===== config.mk =====
export PLATFORM = sky130hd
export DESIGN_NAME = packet_builder
export DESIGN_NICKNAME = d
export VERILOG_FILES = /design/src/rtl/packet_builder_pkg.sv /design/src/rtl/packet_builder_bit_serializer.sv /design/src/rtl/packet_builder.sv
export SDC_FILE = /design/constraint.sdc
export NUM_CORES = 1
export LEC_CHECK = 0
export CAP_MARGIN = 10
export CORE_MARGIN = 2
export CORE_UTILIZATION = 50
export CTS_CLUSTER_DIAMETER = 60
export CTS_CLUSTER_SIZE = 28
export DETAILED_ROUTE_END_ITERATION = 8
export GPL_TIMING_DRIVEN = 0
export HOLD_SLACK_MARGIN = 0.08
export PLACE_DENSITY = 0.74
export SYNTH_ARGS = -nofsm -noshare
export SYNTH_HDL_FRONTEND = slang
export SYNTH_HIERARCHICAL = 1
export SYNTH_SLANG_ARGS = --single-unit

===== constraint.sdc =====
create_clock -name clk_i -period 2.7 [get_ports clk_i]
set_clock_uncertainty 0.1 [all_clocks]
set_input_delay 0.27 -clock clk_i [delete_from_list [all_inputs] [get_ports clk_i]]
set_output_delay 0.27 -clock clk_i [all_outputs]
set_load 0.01 [all_outputs]

===== src/rtl/packet_builder_pkg.sv =====
// Shared framing constants and FSM state encoding for the command packet link.
package packet_builder_pkg;

  localparam int          COMMAND_WIDTH = 16;
  localparam int          LENGTH_WIDTH  = 24;
  localparam logic [15:0] HEADER        = 16'hBACD;

  typedef enum logic [2:0] {
    ST_IDLE         = 3'd0,
    ST_SEND_HEADER  = 3'd1,
    ST_SEND_COMMAND = 3'd2,
    ST_SEND_PAYLOAD = 3'd3,
    ST_DONE         = 3'd4
  } state_e;

endpackage


===== src/rtl/packet_builder_bit_serializer.sv =====
// MSB-first parallel-load shift register with a bit-index down-counter.
// last_o flags that the bit currently at the MSB is the final one of the word.
module packet_builder_bit_serializer #(
  parameter int W = 16
) (
  input  logic         clk_i,
  input  logic         rst_i,
  input  logic         load_i,
  input  logic [W-1:0] data_i,
  input  logic         shift_en_i,
  output logic         msb_o,
  output logic         last_o
);

  localparam int IW = $clog2(W);

  logic [W-1:0]  shift_q, shift_d;
  logic [IW-1:0] idx_q, idx_d;

  // Load wins over shift so the next word can be queued on the last-bit cycle.
  always_comb begin
    shift_d = shift_q;
    idx_d   = idx_q;
    if (load_i) begin
      shift_d = data_i;
      idx_d   = IW'(W - 1);
    end else if (shift_en_i) begin
      shift_d = {shift_q[W-2:0], 1'b0};
      if (idx_q != '0) idx_d = idx_q - IW'(1);
    end
  end

  always_ff @(posedge clk_i) begin
    if (rst_i) begin
      shift_q <= '0;
      idx_q   <= '0;
    end else begin
      shift_q <= shift_d;
      idx_q   <= idx_d;
    end
  end

  assign msb_o  = shift_q[W-1];
  assign last_o = (idx_q == '0);

endmodule


===== src/rtl/packet_builder.sv =====
// Serialises header, command and forwarded payload bits onto a tx_ready-paced bit link.
//   state           | meaning
//   ST_IDLE         | waiting for start; latches command and payload length
//   ST_SEND_HEADER  | shifting out the sync word
//   ST_SEND_COMMAND | shifting out the latched command
//   ST_SEND_PAYLOAD | forwarding upstream bits until the length counter empties
//   ST_DONE         | one cycle before returning to idle; done pulses next cycle
module packet_builder
  import packet_builder_pkg::*;
(
  input  logic                     clk_i,
  input  logic                     rst_i,
  input  logic                     start_i,
  input  logic [COMMAND_WIDTH-1:0] command_i,
  input  logic [LENGTH_WIDTH-1:0]  payload_length_i,
  output logic                     busy_o,
  output logic                     done_o,
  input  logic                     input_bit_i,
  input  logic                     is_new_input_bit_i,
  output logic                     input_ready_o,
  input  logic                     tx_ready_i,
  output logic                     output_bit_o,
  output logic                     is_new_output_bit_o
);

  state_e                   state_q, state_d;
  logic [COMMAND_WIDTH-1:0] cmd_q, cmd_d;
  logic [LENGTH_WIDTH-1:0]  rem_q, rem_d;
  logic                     out_bit_q, out_bit_d;
  logic                     strobe_q, strobe_d;
  logic                     done_q, done_d;

  logic                     ser_load, ser_shift, ser_msb, ser_last;
  logic [COMMAND_WIDTH-1:0] ser_data;

  packet_builder_bit_serializer #(.W(COMMAND_WIDTH)) u_ser (
    .clk_i      (clk_i),
    .rst_i      (rst_i),
    .load_i     (ser_load),
    .data_i     (ser_data),
    .shift_en_i (ser_shift),
    .msb_o      (ser_msb),
    .last_o     (ser_last)
  );

  assign input_ready_o = (state_q == ST_SEND_PAYLOAD) && tx_ready_i && (rem_q != '0);

  always_comb begin
    state_d   = state_q;
    cmd_d     = cmd_q;
    rem_d     = rem_q;
    out_bit_d = out_bit_q;
    strobe_d  = 1'b0;
    done_d    = (state_q == ST_DONE);
    ser_load  = 1'b0;
    ser_shift = 1'b0;
    ser_data  = HEADER;
    case (state_q)
      ST_IDLE: begin
        if (start_i) begin
          cmd_d    = command_i;
          rem_d    = payload_length_i;
          ser_load = 1'b1;
          state_d  = ST_SEND_HEADER;
        end
      end
      ST_SEND_HEADER, ST_SEND_COMMAND: begin
        if (tx_ready_i) begin
          ser_shift = 1'b1;
          out_bit_d = ser_msb;
          strobe_d  = 1'b1;
          if (ser_last) begin
            if (state_q == ST_SEND_HEADER) begin
              ser_load = 1'b1;
              ser_data = cmd_q;
              state_d  = ST_SEND_COMMAND;
            end else begin
              state_d = (rem_q != '0) ? ST_SEND_PAYLOAD : ST_DONE;
            end
          end
        end
      end
      ST_SEND_PAYLOAD: begin
        if (is_new_input_bit_i && input_ready_o) begin
          out_bit_d = input_bit_i;
          strobe_d  = 1'b1;
          rem_d     = rem_q - LENGTH_WIDTH'(1);
          if (rem_q == LENGTH_WIDTH'(1)) state_d = ST_DONE;
        end
      end
      ST_DONE: state_d = ST_IDLE;
      default: state_d = ST_IDLE;
    endcase
  end

  always_ff @(posedge clk_i) begin
    if (rst_i) begin
      state_q   <= ST_IDLE;
      cmd_q     <= '0;
      rem_q     <= '0;
      out_bit_q <= 1'b0;
      strobe_q  <= 1'b0;
      done_q    <= 1'b0;
    end else begin
      state_q   <= state_d;
      cmd_q     <= cmd_d;
      rem_q     <= rem_d;
      out_bit_q <= out_bit_d;
      strobe_q  <= strobe_d;
      done_q    <= done_d;
    end
  end

  assign busy_o              = (state_q != ST_IDLE);
  assign done_o              = done_q;
  assign output_bit_o        = out_bit_q;
  assign is_new_output_bit_o = strobe_q;

endmodule

==> flow_metrics.tcl <==
set metrics [dict create \
    status "finished, final reports clean" \
    crit_arrival_ns 2.26 \
    ant_nets 0 \
    synth_nets 521 \
    cts_tree "done" \
    ios 51 \
    worstPathMaxFanout 6 \
    tightest_slew_ns 0.6037 \
    final_cell_count_no_fill 645 \
    coreArea_um2 7176 \
    area_growth_pct 25.65 \
    peakVddDrop_uv 284.1 \
    timing.final.max_slew_violations 0 \
    p_leak_nw 1.724 \
    first_iter_violations 490 \
    overflow 0 \
    wl_mm 10.87 \
    setup_viol 0 \
    holdWs_ns 0.2149 \
    drtPass1Iterations 6 \
    dpl.hpwl_mm 7.427 \
    wire_per_inst_um 16.85 \
    cts_buffers 9 \
    grt_setup_unrepaired "no" \
    cts_max_level 3 \
    cp_data_required_time_ns 2.33 \
    cts_hold_buf 0 \
    die_y_um 89.76 \
    antenna_found_initial 0 \
    viasPerCell 6.053 \
    final_nets 591 \
    ys_seq_area_share_pct 35.93 \
    grtUsageTotal_pct 26.29 \
    hold_class "in2reg" \
    critPathCapture "input_ready_o" \
    fp-row-count 31 \
    ys_ff_latch 66 \
    ys_types 64 \
    clkSlewWorstSetupHoldPaths_ns 0.08 \
    p_per_area_nw_per_um2 577.8 \
    hold_violations 0 \
    clock_latency_ns 0.35 \
    grt_pass1_vias 3480 \
    grt_pass1_wl_mm 17.22 \
    maxSlewHeadroom_pct 59.38 \
    final_common_cell "nand2_1" \
    yosys_most_used_dff "dfxtp_1" \
    total_power_mw 2.670 \
    gp_congestion 0.9360 \
    diodes 0 \
    drive_gt1_share_pct 15.75 \
    r2r_slack_ns 0.07 \
    port_buffers 49 \
    finalCritPeriodShare_pct 97.32 \
    postLayoutCellArea_um2 4621 \
    worstSetupStartpoint "rem_q[17]" \
    ys_async_sr_fraction_pct 0 \
    synth_edf_count 0 \
    r2r_cells 8 \
    syn_inst 471 \
    final_cell_mix "nand2_1, dfxtp_1, a21oi_1" \
    ys_warn_count 6 \
    synthesis.area_um2 3677 \
    initial_core_util_pct 51.25 \
    dpl.cell_count 619 \
    end_kind "primary output" \
    max_clock_freq_mhz 380.6 \
    dp_slack_ns -0.6509 \
    cts-root-buf "clkbuf_8" \
    timing.max_cap.violations 0 \
    clk_path_buf_depth 2 \
    cts.sinks 66 \
    grt_max_degree 12 \
    reg2reg_from "rem_q[12]" \
    die_area_um2 8057 \
    path_class "reg2out" \
    syn_avg_cell_area_um2 7.807 \
    final.min_clock_period_ns 2.628 \
    dpl-instance-area_um2 4292 \
    setup_slack_ns 0.07238 \
    cp-start-kind "flop" \
    drc 0 \
    die_w_um 89.76 \
    vias 3904 \
    rr_endpoint "rem_q[23]" \
]
[critical path, cell delays in order, from the launching register on]
cell and delay (ns):
dfxtp_4 0.37, or4_4 0.55, nor3_4 0.23, nand4_1 0.16, buf_4 0.18, and3_1 0.13, dlygate4sd2_1 0.28
[synth_stat cells, types with 4 or more instances]
| master | number | area share [%] |
|---|---|---|
| nand2_1 | 94 | 9.6 |
| dfxtp_1 | 66 | 36 |
| a21oi_1 | 62 | 8.4 |
| nor2_1 | 25 | 2.6 |
| clkbuf_1 | 22 | 2.2 |
| mux2_2 | 15 | 4.6 |
| nor3_1 | 12 | 1.6 |
| o32ai_1 | 12 | 2.9 |
| a31oi_1 | 11 | 1.9 |
| and3_1 | 10 | 1.7 |
| nand2b_1 | 10 | 1.7 |
| a22oi_1 | 8 | 1.6 |
| inv_1 | 8 | 0.82 |
| nor4_1 | 8 | 1.4 |
| nand3_1 | 7 | 0.95 |
| buf_2 | 6 | 0.82 |
| nand4_1 | 6 | 1.0 |
| buf_6 | 5 | 1.5 |
| o22ai_1 | 5 | 0.85 |
| ha_1 | 4 | 1.4 |
| or2_2 | 4 | 0.68 |
| or4_1 | 4 | 0.82 |
[kinds of logic (layout without fill, tap and decap cells)]
family | count (synthesis) | count (layout) | synth area share (%)
mux | 17 | 17 | 5.138
flops | 66 | 66 | 35.93
buf+inv | 47 | 122 | 6.125
simple gates | 208 | 208 | 28.51
compound gates | 128 | 128 | 22.70
fa+ha+maj | 4 | 4 | 1.361
xor+xnor | 1 | 1 | 0.2382
[sequential cells by signal, indices dropped and copies added (netlist names)]
name and flops:
cmd_q 16, is_new_output_bit_o 1, u_ser/shift_q 16, u_ser/idx_q 4
done_o 1, rem_q 24, output_bit_o 1, state_q 3
[worst min-delay path by stage]
stage	startpoint	end	slack [ns]	cells past startpoint
floorplan	command_i[0]	cmd_q[0]	0.31	2
global placement	cmd_q[6]	cmd_q[6]	0.34	2
detailed placement	cmd_q[3]	cmd_q[3]	0.35	2
CTS	rst_i	u_ser/shift_q[0]	0.20	2
global route	rst_i	u_ser/shift_q[0]	0.23	2
finish	rst_i	u_ser/shift_q[0]	0.21	2
[repair_timing]
action | 4_1_cts | 5_1_grt
pin swaps | 3 | 7
setup buffers | 9 | 6
setup endpoints to repair | 21 | 25
gates resized for setup | 14 | 13
[power breakdown]
part           switching [mW]  total [mW]  internal [mW]
clock                   0.397       0.728          0.330
combinational           0.447       0.803          0.356
sequential             0.0744        1.14           1.06
[final cells by class]
type | instances | area [µm²]
Timing Repair Buffer | 63 | 594.3
Buffer | 33 | 178.9
Clock inverter | 5 | 31.28
Multi-Input combinational cell | 358 | 2190
Sequential cell | 66 | 1331
Tap cell | 99 | 123.9
Clock buffer | 11 | 131.4
Inverter | 10 | 40.04
Fill cell | 631 | 2555
[through the flow]
stage               TNS [ns]  util (%)
floorplan                  0         -
global placement      -8.617     59.81
detailed placement    -12.12     59.81
CTS                        0     63.47
global route               0     64.39
finish                     0     64.39
[metal layers]
metal / routed length (µm) / track usage (%) / share of wire (%) / up-vias
met3: 1149 / 5.784 / 11 / 30
met1: 4891 / 37.88 / 45 / 1787
met4: 296 / 10.90 / 2.7 / 0
li1: - / - / - / 1848
met5: 0 / 0 / 0 / -
met2: 4531 / 38.07 / 42 / 239
Note: power is estimated with default switching activity, not from simulation.
